--- config.mk ---
export PLATFORM = sky130hd
export DESIGN_NAME = div_unit
export DESIGN_NICKNAME = d
export VERILOG_FILES = /design/src/rtl/div_unit_pkg.sv /design/src/rtl/div_iter_step.sv /design/src/rtl/div_unit.sv
export SDC_FILE = /design/constraint.sdc
export NUM_CORES = 1
export LEC_CHECK = 0
export CAP_MARGIN = 20
export CORE_ASPECT_RATIO = 0.75
export CORE_MARGIN = 8
export CORE_UTILIZATION = 36
export DETAILED_ROUTE_END_ITERATION = 6
export GPL_TIMING_DRIVEN = 0
export PLACE_DENSITY_LB_ADDON = 0.3
export RECOVER_POWER = 50
export SYNTH_ARGS = -nofsm -noshare
export SYNTH_HDL_FRONTEND = slang
export SYNTH_SLANG_ARGS = --single-unit
--- constraint.sdc ---
create_clock -name clk -period 8 [get_ports clk]
set_input_delay 2 -clock clk [delete_from_list [all_inputs] [get_ports clk]]
set_output_delay 2 -clock clk [all_outputs]
set_load 0.05 [all_outputs]
--- src/rtl/div_unit_pkg.sv ---
// Shared core-wide constants, divide op encodings and the divider state type.
// Also holds the conditional two's-complement helper used for sign handling.
package div_unit_pkg;

    localparam int XLEN  = 32;
    localparam int RA_W  = 5;
    localparam int CNT_W = 5;

    localparam logic [1:0] DIV_OP_DIV  = 2'b00;
    localparam logic [1:0] DIV_OP_DIVU = 2'b01;
    localparam logic [1:0] DIV_OP_REM  = 2'b10;
    localparam logic [1:0] DIV_OP_REMU = 2'b11;

    typedef enum logic [1:0] {
        IDLE = 2'b00,
        CALC = 2'b01,
        DONE = 2'b10
    } div_state_e;

    // Two's-complement negate modulo 2^XLEN when en is set.
    function automatic logic [XLEN-1:0] neg_if(input logic [XLEN-1:0] v, input logic en);
        logic [XLEN-1:0] r;
        if (en) begin
            r = ~v + XLEN'(1);
        end else begin
            r = v;
        end
        return r;
    endfunction

endpackage

--- src/rtl/div_iter_step.sv ---
// One restoring-division step: shift the next dividend bit into the partial
// remainder and subtract the divisor when it fits.
module div_iter_step
    import div_unit_pkg::*;
(
    input  logic [XLEN:0]   rem_in,
    input  logic            dvd_msb,
    input  logic [XLEN-1:0] divisor,
    output logic [XLEN:0]   rem_out,
    output logic            q_bit
);

    logic [XLEN:0] rem_sh_s;
    logic [XLEN:0] dvs_ext_s;

    // Compare/subtract at XLEN+1 bits so the shifted remainder never overflows.
    always_comb begin
        rem_sh_s  = {rem_in[XLEN-1:0], dvd_msb};
        dvs_ext_s = {1'b0, divisor};
        if (rem_sh_s >= dvs_ext_s) begin
            rem_out = rem_sh_s - dvs_ext_s;
            q_bit   = 1'b1;
        end else begin
            rem_out = rem_sh_s;
            q_bit   = 1'b0;
        end
    end

endmodule

--- src/rtl/div_unit.sv ---
// Iterative RV32M DIV/DIVU/REM/REMU unit: one quotient bit per clock, fast
// path for divide-by-zero and signed overflow, registered write-back triple.
module div_unit
    import div_unit_pkg::*;
(
    input  logic            clk,
    input  logic            rst,
    input  logic            start,
    input  logic [1:0]      op,
    input  logic [XLEN-1:0] rs1_val,
    input  logic [XLEN-1:0] rs2_val,
    input  logic [RA_W-1:0] rd_in,
    input  logic            kill,
    output logic            ready,
    output logic            busy,
    output logic            done,
    output logic            wb_we,
    output logic [RA_W-1:0] wb_rd,
    output logic [XLEN-1:0] wb_data
);

    div_state_e      state_q, state_d;
    logic [1:0]      op_q, op_d;
    logic [RA_W-1:0] rd_q, rd_d;
    logic [XLEN-1:0] dvd_q, dvd_d;
    logic [XLEN-1:0] dvs_q, dvs_d;
    logic [XLEN:0]   rem_q, rem_d;
    logic [CNT_W-1:0] cnt_q, cnt_d;
    logic            qneg_q, qneg_d;
    logic            rneg_q, rneg_d;
    logic            done_q, done_d;
    logic            wb_we_q, wb_we_d;
    logic [RA_W-1:0] wb_rd_q, wb_rd_d;
    logic [XLEN-1:0] wb_data_q, wb_data_d;

    logic [XLEN:0]   step_rem_s;
    logic            step_q_s;
    logic            signed_s;
    logic            div0_s;
    logic            ovf_s;

    div_iter_step u_step (
        .rem_in  (rem_q),
        .dvd_msb (dvd_q[XLEN-1]),
        .divisor (dvs_q),
        .rem_out (step_rem_s),
        .q_bit   (step_q_s)
    );

    // Next-state and datapath: accept, iterate, then register the fixed-up result.
    always_comb begin
        state_d   = state_q;
        op_d      = op_q;
        rd_d      = rd_q;
        dvd_d     = dvd_q;
        dvs_d     = dvs_q;
        rem_d     = rem_q;
        cnt_d     = cnt_q;
        qneg_d    = qneg_q;
        rneg_d    = rneg_q;
        done_d    = 1'b0;
        wb_we_d   = 1'b0;
        wb_rd_d   = wb_rd_q;
        wb_data_d = wb_data_q;

        signed_s = ~op[0];
        div0_s   = (rs2_val == {XLEN{1'b0}});
        ovf_s    = signed_s && (rs1_val == {1'b1, {(XLEN-1){1'b0}}})
                            && (rs2_val == {XLEN{1'b1}});

        case (state_q)
            IDLE: begin
                if (start) begin
                    op_d  = op;
                    rd_d  = rd_in;
                    cnt_d = {CNT_W{1'b0}};
                    dvs_d = neg_if(rs2_val, signed_s && rs2_val[XLEN-1]);
                    // Special cases preload the final quotient/remainder and skip fix-up.
                    if (div0_s) begin
                        dvd_d   = {XLEN{1'b1}};
                        rem_d   = {1'b0, rs1_val};
                        qneg_d  = 1'b0;
                        rneg_d  = 1'b0;
                        state_d = DONE;
                    end else if (ovf_s) begin
                        dvd_d   = {1'b1, {(XLEN-1){1'b0}}};
                        rem_d   = {(XLEN+1){1'b0}};
                        qneg_d  = 1'b0;
                        rneg_d  = 1'b0;
                        state_d = DONE;
                    end else begin
                        dvd_d   = neg_if(rs1_val, signed_s && rs1_val[XLEN-1]);
                        rem_d   = {(XLEN+1){1'b0}};
                        qneg_d  = signed_s && (rs1_val[XLEN-1] ^ rs2_val[XLEN-1]);
                        rneg_d  = signed_s && rs1_val[XLEN-1];
                        state_d = CALC;
                    end
                end else begin
                    state_d = IDLE;
                end
            end
            CALC: begin
                rem_d = step_rem_s;
                dvd_d = {dvd_q[XLEN-2:0], step_q_s};
                cnt_d = cnt_q + 5'd1;
                if (cnt_q == 5'd31) begin
                    state_d = DONE;
                end else begin
                    state_d = CALC;
                end
            end
            DONE: begin
                state_d = IDLE;
                done_d  = 1'b1;
                wb_rd_d = rd_q;
                wb_we_d = (rd_q != {RA_W{1'b0}});
                if (op_q[1]) begin
                    wb_data_d = neg_if(rem_q[XLEN-1:0], rneg_q);
                end else begin
                    wb_data_d = neg_if(dvd_q, qneg_q);
                end
            end
            default: begin
                state_d = IDLE;
            end
        endcase

        if (kill) begin
            state_d   = IDLE;
            done_d    = 1'b0;
            wb_we_d   = 1'b0;
            wb_rd_d   = wb_rd_q;
            wb_data_d = wb_data_q;
        end else begin
            state_d = state_d;
        end
    end

    // State and datapath registers with synchronous reset.
    always_ff @(posedge clk) begin
        if (rst) begin
            state_q   <= IDLE;
            op_q      <= 2'b00;
            rd_q      <= {RA_W{1'b0}};
            dvd_q     <= {XLEN{1'b0}};
            dvs_q     <= {XLEN{1'b0}};
            rem_q     <= {(XLEN+1){1'b0}};
            cnt_q     <= {CNT_W{1'b0}};
            qneg_q    <= 1'b0;
            rneg_q    <= 1'b0;
            done_q    <= 1'b0;
            wb_we_q   <= 1'b0;
            wb_rd_q   <= {RA_W{1'b0}};
            wb_data_q <= {XLEN{1'b0}};
        end else begin
            state_q   <= state_d;
            op_q      <= op_d;
            rd_q      <= rd_d;
            dvd_q     <= dvd_d;
            dvs_q     <= dvs_d;
            rem_q     <= rem_d;
            cnt_q     <= cnt_d;
            qneg_q    <= qneg_d;
            rneg_q    <= rneg_d;
            done_q    <= done_d;
            wb_we_q   <= wb_we_d;
            wb_rd_q   <= wb_rd_d;
            wb_data_q <= wb_data_d;
        end
    end

    assign ready   = (state_q == IDLE);
    assign busy    = (state_q == CALC) || (state_q == DONE);
    assign done    = done_q;
    assign wb_we   = wb_we_q;
    assign wb_rd   = wb_rd_q;
    assign wb_data = wb_data_q;

endmodule

; ---- Word-level counts from Yosys, hierarchy flattened
; Cells that the tools add are included.
[classes]
addsub = 6
n_mul = 0
div_mod_pow = 0
n_lt_le_gt_ge = 1
eq_ne = 6
shifts = 0
n_mux = 26
n_bitwise = 8
n_reduce_logical = 15
[op_table]
columns = cell, n
row1 = $mux W32, 11
row2 = $add A32 B1 Y32 const B, 4
row3 = $not A32 Y32, 4
row4 = $pmux W32 S2, 2
row5 = $eq A32 B32 Y1 const B, 2
row6 = $ge A33 B32 Y1, 1
row7 = $logic_not A32 Y1, 1
row8 = $sub A32 B32 Y32, 1
row9 = $pmux W5 S2, 1
row10 = $mux W2, 4
row11 = $mux W1, 6
row12 = $reduce_and A2 Y1, 3
row13 = $add A5 B1 Y5 const B, 1
row14 = $eq A5 B5 Y1 const B, 1
row15 = $logic_and A1 B1 Y1, 5
row16 = $mux W5, 1
row17 = $reduce_bool A5 Y1, 1
row18 = $pmux W2 S2, 1
row19 = $not A1 Y1, 3
row20 = $reduce_or A3 Y1, 1
row21 = $eq A2 B1 Y1 const B, 1
row22 = $eq A2 B2 Y1 const B, 1
row23 = $logic_not A2 Y1, 1
row24 = $ne A2 B2 Y1 const B, 1
row25 = other kinds (4), 4
[totals]
register_bits = 151
latchBits = 0
ram_bits = 0
rom_bits = 0
in_bits = 75
out_inout_bits = 41
elab_cells = 75
n_memories = 0

; ---- Depth between registers and ports, before layout
; Gate-level depths: netlist of run 1.
[logic_depth]
depth_word = 7
depth_mapped = 14
depth_no_buf = 13

; ---- By module
; From an unflattened synthesis of run 1, not the netlist that was laid out.
[hier_totals]
cells_unflattened = 1505
area_unflattened_um2 = 11685.0
[by_module_without_submodules]
columns = mod, instances, cells_per_inst, area_each_um2, seq_area_each_um2
row1 = div_unit, 1, 1130, 9351.5, 3022.9
row2 = div_iter_step, 1, 375, 2333.5, 0.0

; ---- Worst setup path before layout of run 1
; No wires, ideal clock.
[synth_path]
path_kind = input port to flip-flop
startpoint = in rs2_val[22]
endpoint = reg rem_q[31]
setup_ns = 0.059
arrival_time_ns = 4.506
required_ns = 7.941
slack_ns = 3.436
path_stages = 9
n_path_buf = 0
cell_sequence = or4_4 nor4_4 or3b_4 nor3_4 a21oi_2 or3_1 or4_1 o22a_1 nand2_1
[synth_via]
elab_chain_cells = 4
[synth_rtl]
columns = item, line
row1 = start: declaration, div_unit.sv:11  ; input logic [XLEN-1:0] rs2_val,
row2 = $logic_not A32 Y1, div_unit.sv:67  ; div0_s = (rs2_val == {XLEN{1'b0}});
row3 = $mux W32, div_unit.sv:79  ; if (div0_s) begin
row4 = $mux W32, div_unit.sv:73  ; if (start) begin
row5 = $pmux W32 S2, div_unit.sv:71  ; case (state_q)
row6 = end signal: assignment, div_unit.sv:147  ; rem_q <= {(XLEN+1){1'b0}};
row7 = end signal: assignment, div_unit.sv:161  ; rem_q <= rem_d;
row8 = end: declaration, div_unit.sv:27  ; logic [XLEN:0] rem_q, rem_d;
; No other way between the ends. The select of a mux whose other input is x is not followed.
; A chain may end at the register's enable or synchronous reset.

; ---- Worst setup path after layout of run 1
[layout_path]
startpoint = in rs1_val[10]
endpoint = reg rneg_q
[layout_via]
elab_chain_cells = 5
[layout_rtl]
columns = item, line
row1 = start: declaration, div_unit.sv:10  ; input logic [XLEN-1:0] rs1_val,
row2 = $eq A32 B32 Y1, div_unit.sv:68  ; ovf_s = signed_s && (rs1_val == {1'b1, {(XLEN-1){1'b0}}})
row3 = $logic_and A1 B1 Y1, div_unit.sv:68
row4 = $logic_and A1 B1 Y1, div_unit.sv:69  ; && (rs2_val == {XLEN{1'b1}});
row5 = $mux W1, div_unit.sv:85  ; end else if (ovf_s) begin
row6 = $mux W1, div_unit.sv:79
row7 = end signal: assignment, div_unit.sv:164  ; rneg_q <= rneg_d;
row8 = end: declaration, div_unit.sv:30  ; logic rneg_q, rneg_d;
; No other way between the ends.

==> flow_summary.yaml, run 1 <==
outcome:
  outcome: "finished, final reports clean"
sta:
  slew_viol_final: 0
  finalHoldViolCount: 0
  setup_viol: 0
  worstMarginPinSlew_ns: 1.42
  rsz0062_at_grt: "false"
  setup_tns_ns: 0
  fin_crit_sh_pct: 69.9
  clock_skew_ns: 0.0138
  final.min_clock_period_ns: 5.59
  max_freq_mhz: 179
  slew_headroom_pct: 4.19
power:
  switching_share_pct: 37.8
  power_density_mw_per_mm2: 187
  peakVddDrop_uv: 149
  p_leak_nw: 4.78
  power_frac_clock_pct: 33.2
  p_seq_share_pct: 34.5
  p_switching_mw: 0.937
  combPwrFrac_pct: 32.2
  intPower_mw: 1.54
yosys:
  synth.ff_latch_count: 150
  synth_warnings: 0
  synth_fp_nets: 1602
  ys_types: 71
  synth_enable_flop_cells: 0
  synth_flop_cell: "dfxtp_1"
  seq_area_frac_synth_pct: 27.2
  synthMostInstantiatedCell: "nor2_1"
  synth_area_mm2: 0.0110
  synth_top_cell_by_area: "dfxtp_1"
  netlist_top_cells_count: "155 x nor2_1, 150 x dfxtp_1, 146 x a21oi_1, 145 x nand2_1, 96 x o21ai_0"
  syn_area_per_cell_um2: 7.44
  netlist_instances: 1484
  synth_top_area_share_pct: 27.2
  ys_top_cells_by_area: "dfxtp_1 27%, a21oi_1 6.6%, xnor2_1 5.9%, nor2_1 5.3%, nand2_1 4.9%"
  synth_async_sr_flop_share_pct: 0
critical_path:
  crit_chain: "clkdlybuf4s50_1 -> or4_1 -> or4_1 -> or4_1 -> nor2_1 -> buf_2 -> nor3_1 -> a22oi_1 -> nor2_1"
  end_kind: "register"
  critPathArrivalTime_ns: 5.91
  critPathMaxStageDelay_ns: 0.67
  startpoint_type: "input port"
  critPathMaxFanout: 10
  cp.required_ns: 8.32
  cp_slowest_cell: "or4_1"
  critPathTopFamily: "simple AND/OR/NAND/NOR gates"
  crit_top_cell: "or4_1"
  critPathBufInv: 2
  crit_type: "in -> reg"
routing:
  avgViaCountPerCell: 6.04
  ant_nets: 0
  drt_iter0_drc: 1402
  wirelength_mm: 44.2
  dr.pass1.iters: 6
  post_drt_wl_per_cell_um: 21.8
  vias: 12200
  drt_drc_violations_left: 0
floorplan:
  core-area_mm2: 0.0302
  rows: 55
  die_h_um: 168
  initial_core_util_pct: 36.6
  dieArea_mm2: 0.0366
  ios: 116
  die_w_um: 218
cts:
  clk_pin_slew_ns: 0.07
  cts_buffer_depth: 2
  numCtsBuffers: 17
  clock_latency_ns: 0.46
  htreeDepth: 4
  cts-root-buf: "clkbuf_16"
  clkSinkCount: 150
  cts_setup_buffers: 0
  cts_tree: "done"
  cts_resized: 0
  ctsHoldBuffers: 0
min_path:
  hold_class: "reg -> reg"
grt:
  antenna_found_initial: 0
  grt_overflow: 0
  track_usage_pct: 23.5
  grt_pass1_vias: 11300
  grt_pass1_wl_mm: 67.5
  grt_max_degree: 17
final_layout:
  syn2layout_area_growth_pct: 20.0
  multi_input_area_mm2: 0.00747
  drive_above_1_share_pct: 4.05
  fin_area_mm2: 0.0133
  seq_area_mm2: 0.00300
  fillers: 3087
  final_nets: 1734
  n_antenna_cell: 0
placement:
  place.gp.congestion: 0.963
  hpwl_mm: 35.1
  io_buffers: 113
  place_area_mm2: 0.0127
job:
  maxCapViolations: 0
stage by stage:
step	hold slack [ns]	util (%)	total power, mW	setup WS, ns	std cells
2_1_floorplan	0.432	-	1.38	3.44	1484
3_3_place_gp	0.443	42.0	1.63	2.14	1996
3_5_place_dp	0.445	42.0	1.64	2.16	1996
4_1_cts	0.455	43.9	2.46	2.62	2028
5_1_grt	0.468	43.9	2.58	2.33	2028
6_report	0.449	43.9	2.48	2.41	2028
layer usage:
| metal | vias up | share of wire (%) | global-route usage [%] |
|---|---|---|---|
| met3 | 68 | 9.9 | 5.17 |
| met5 | - | 0 | 0 |
| met4 | 0 | 2.5 | 6.68 |
| met2 | 619 | 40 | 33.2 |
| li1 | 5711 | - | - |
| met1 | 5843 | 47 | 34.8 |
power groups by stage:
| stage | combinational (mW) | clock (mW) | sequential (mW) |
|---|---|---|---|
| global placement | 0.759 | 0 | 0.869 |
| floorplan | 0.536 | 0 | 0.843 |
| detailed placement | 0.769 | 0 | 0.869 |
| finish | 0.797 | 0.823 | 0.855 |
| CTS | 0.775 | 0.829 | 0.853 |
| global route | 0.865 | 0.860 | 0.859 |
placed cells by master, fill, tap and decap left out, types with 18 or more instances in the layout:
cell type,instances
nor2_1,155
dfxtp_1,150
a21oi_1,146
nand2_1,145
o21ai_0,97
clkbuf_1,87
xnor2_1,75
clkdlybuf4s50_1,70
a211oi_1,68
inv_1,54
xor2_1,53
dlygate4sd3_1,43
ha_1,42
nor3_1,36
or3_1,27
nand3_1,26
o211ai_1,25
o31ai_1,22
or4_1,21
o41ai_1,18
final cells by class:
cell class / instances / share of cell area, %
Buffer: 97 / 2.78
Clock inverter: 14 / 1.08
Timing Repair Buffer: 113 / 8.53
Multi-Input combinational cell: 1183 / 56.3
Inverter: 54 / 1.53
Sequential cell: 150 / 22.7
Tap cell: 399 / 3.77
Clock buffer: 18 / 3.31
worst register-to-register path, stage by stage (launching register included):
cell	delay (ns)
dfxtp_1	0.43
ha_1	0.33
clkbuf_1	0.28
and3_1	0.30
nor4b_1	0.68
nand3_1	0.34
a22o_1	0.34
o21a_1	0.21
nand2_1	0.26
buf_2	0.35
clkbuf_1	0.50
a21oi_1	0.20
o31a_1	0.27
cell families after synthesis:
kind of cell,after synthesis,synth area share (%)
and+or+nand+nor,503,21.9
AOI/OAI and AO/OA,487,28.5
buffers and inverters,151,5.17
DFF,150,27.2
xor gates and xnor gates,128,10.2
adders and majority gates,43,4.94
muxes,22,2.14
flip-flops by register name, indices dropped and copies added, names as in the netlist, 2 cells and up:
name / count
dvd_q: 32
dvs_q: 32
cnt_q: 5
wb_data: 32
wb_rd: 5
rem_q: 32
state_q: 2
rd_q: 5
path summary, 6_finish.rpt:
path               start   endpoint  slack, ns  depth (start not counted)
max          rs1_val[10]     rneg_q       2.41                          9
min             wb_rd[0]   wb_rd[0]       0.45                          2
max reg2reg    rem_q[20]  rem_q[25]       3.40                         12
min reg2reg     wb_rd[0]   wb_rd[0]       0.45                          2
(Power assumes the default switching activity.)
==> run 2: changes to the inputs <==
==> constraint.sdc (replaced) <==
create_clock -name clk -period 4.8 [get_ports clk]
set_input_delay 1.2 -clock clk [delete_from_list [all_inputs] [get_ports clk]]
set_output_delay 1.2 -clock clk [all_outputs]
set_load 0.05 [all_outputs]
==> run 2 against run 1 <==
  * Clock power increased by 66%
  * Largest cell class unchanged
  * First-iteration DRC count decreased by 0.21%
  * Final area about the same
  * Count of clock-buffer cells in the layout unchanged
  * Via count increased by 0.11%
  * Cell count unchanged
  * Critical path depth increased by 3
  * Worst setup slack got worse by 2.2 ns
  * Combinational power increased by 67%
  * Clock skew increased by 0.0045 ns
==> flow_summary.yaml, run 2 (synthesized netlist as in run 1, its figures left out) <==
sta:
  fin_crit_sh_pct: 96.2
  setup_tns_ns: 0
  finalHoldViolCount: 0
  setup_viol: 0
  rsz0062_at_grt: "false"
  clock_skew_ns: 0.0183
  worstMarginPinSlew_ns: 1.32
  slew_viol_final: 0
  final.min_clock_period_ns: 4.62
  max_freq_mhz: 217
  hold_ws_ns: 0.449
  slew_headroom_pct: 11.2
placement:
  hpwl_mm: 35.1
  io_buffers: 113
  place_area_mm2: 0.0127
  place.gp.congestion: 0.963
final_layout:
  fillers: 3090
  drive_above_1_share_pct: 4.05
  final_nets: 1734
  n_antenna_cell: 0
  mostFrequentLayoutCell: "nor2_1"
  syn2layout_area_growth_pct: 20.0
  fin_area_mm2: 0.0133
  layout_common_cells: "154 x nor2_1, 150 x dfxtp_1, 146 x a21oi_1, 145 x nand2_1, 97 x o21ai_0"
cts:
  numCtsBuffers: 17
  clk_pin_slew_ns: 0.07
  clkSinkCount: 150
  cts_tree: "done"
  clock_latency_ns: 0.46
  htreeDepth: 4
  ctsHoldBuffers: 0
  cts_buffer_depth: 2
  cts-root-buf: "clkbuf_16"
critical_path:
  cp.required_ns: 5.15
  end_kind: "register"
  startpoint_type: "register"
  crit_type: "reg -> reg"
  critPathMaxFanout: 10
  critPathArrivalTime_ns: 4.97
routing:
  drt_iter0_drc: 1399
  wirelength_mm: 44.2
  dr.pass1.iters: 6
  post_drt_wl_per_cell_um: 21.8
  avgViaCountPerCell: 6.04
  drt_drc_violations_left: 0
  ant_nets: 0
  vias: 12300
grt:
  grt_max_degree: 17
  track_usage_pct: 23.5
  grt_pass1_wl_mm: 67.5
  grt_pass1_vias: 11300
  antenna_found_initial: 0
  grt_overflow: 0
floorplan:
  core-area_mm2: 0.0302
  dieArea_mm2: 0.0366
  ios: 116
  die_h_um: 168
  rows: 55
  initial_core_util_pct: 36.6
  die_w_um: 218
power:
  peakVddDrop_uv: 247
  p_leak_nw: 4.78
  power_density_mw_per_mm2: 311
min_path:
  hold_class: "reg -> reg"
job:
  maxCapViolations: 0
outcome:
  outcome: "finished, final reports clean"
==> run 2: cell count changes in the layout (fill, tap and decap cells not counted), sizes merged <==
cell,delta
buf,-1
clkbuf,+1
dlygate4sd3,+3
clkdlybuf4s50,-3
==> run 2: cell type report <==
type / count / area [um^2] / share of cell area (%)
buffer: 97 / 368 / 2.78
clock buffer: 18 / 439 / 3.31
clock inverter: 14 / 143 / 1.08
inverter: 54 / 203 / 1.53
multi-input combinational: 1183 / 7460 / 56.3
sequential: 150 / 3000 / 22.7
tap: 399 / 499 / 3.77
timing repair buffer: 113 / 1130 / 8.54
==> run 2: through the flow <==
stage | setup WS [ns] | util, % | power (mW) | cells
after floorplan | 1.04 | - | 2.30 | 1484
after global placement | -0.264 | 42.0 | 2.71 | 1996
after detailed placement | -0.238 | 42.0 | 2.73 | 1996
after CTS | 0.216 | 43.9 | 4.09 | 2028
after global routing | 0.0301 | 43.9 | 4.31 | 2028
final | 0.182 | 43.9 | 4.12 | 2028
==> run 2: worst paths after layout <==
path | cells past startpoint | from | slack, ns | end
hold reg to reg | 2 | wb_rd[0] | 0.45 | wb_rd[0]
hold / removal | 2 | wb_rd[0] | 0.45 | wb_rd[0]
setup reg to reg | 12 | rem_q[20] | 0.18 | rem_q[25]
setup / recovery | 12 | rem_q[20] | 0.18 | rem_q[25]
==> run 2: report_power, final <==
| part | leakage [nW] | internal, mW | total [mW] | switching (mW) |
|---|---|---|---|---|
| Combinational | 3.28 | 0.506 | 1.33 | 0.819 |
| Clock | 0.270 | 0.740 | 1.37 | 0.631 |
| Sequential | 1.23 | 1.32 | 1.43 | 0.109 |
==> run 2: critical path: stages, from the launching register on <==
cell      delay, ns
dfxtp_1        0.44
ha_1           0.33
clkbuf_1       0.28
and3_1         0.30
nor4b_1        0.68
nand3_1        0.35
a22o_1         0.34
o21a_1         0.21
nand2_1        0.26
buf_2          0.35
clkbuf_1       0.49
a21oi_1        0.20
o31a_1         0.27
==> run 2: what timing repair did <==
action,4_1_cts,5_1_grt
resized for setup,0,1
endpoints found under the hold margin,0,0
setup endpoints to repair,0,4
buffers inserted,0,0
==> run 2: layer usage <==
layer | GRT usage, % | wire (um) | up-vias
met1 | 34.8 | 21100 | 5817
met2 | 33.2 | 17600 | 647
met5 | 0 | 0 | -
met3 | 5.17 | 4340 | 73
li1 | - | - | 5718
met4 | 6.68 | 1170 | 0
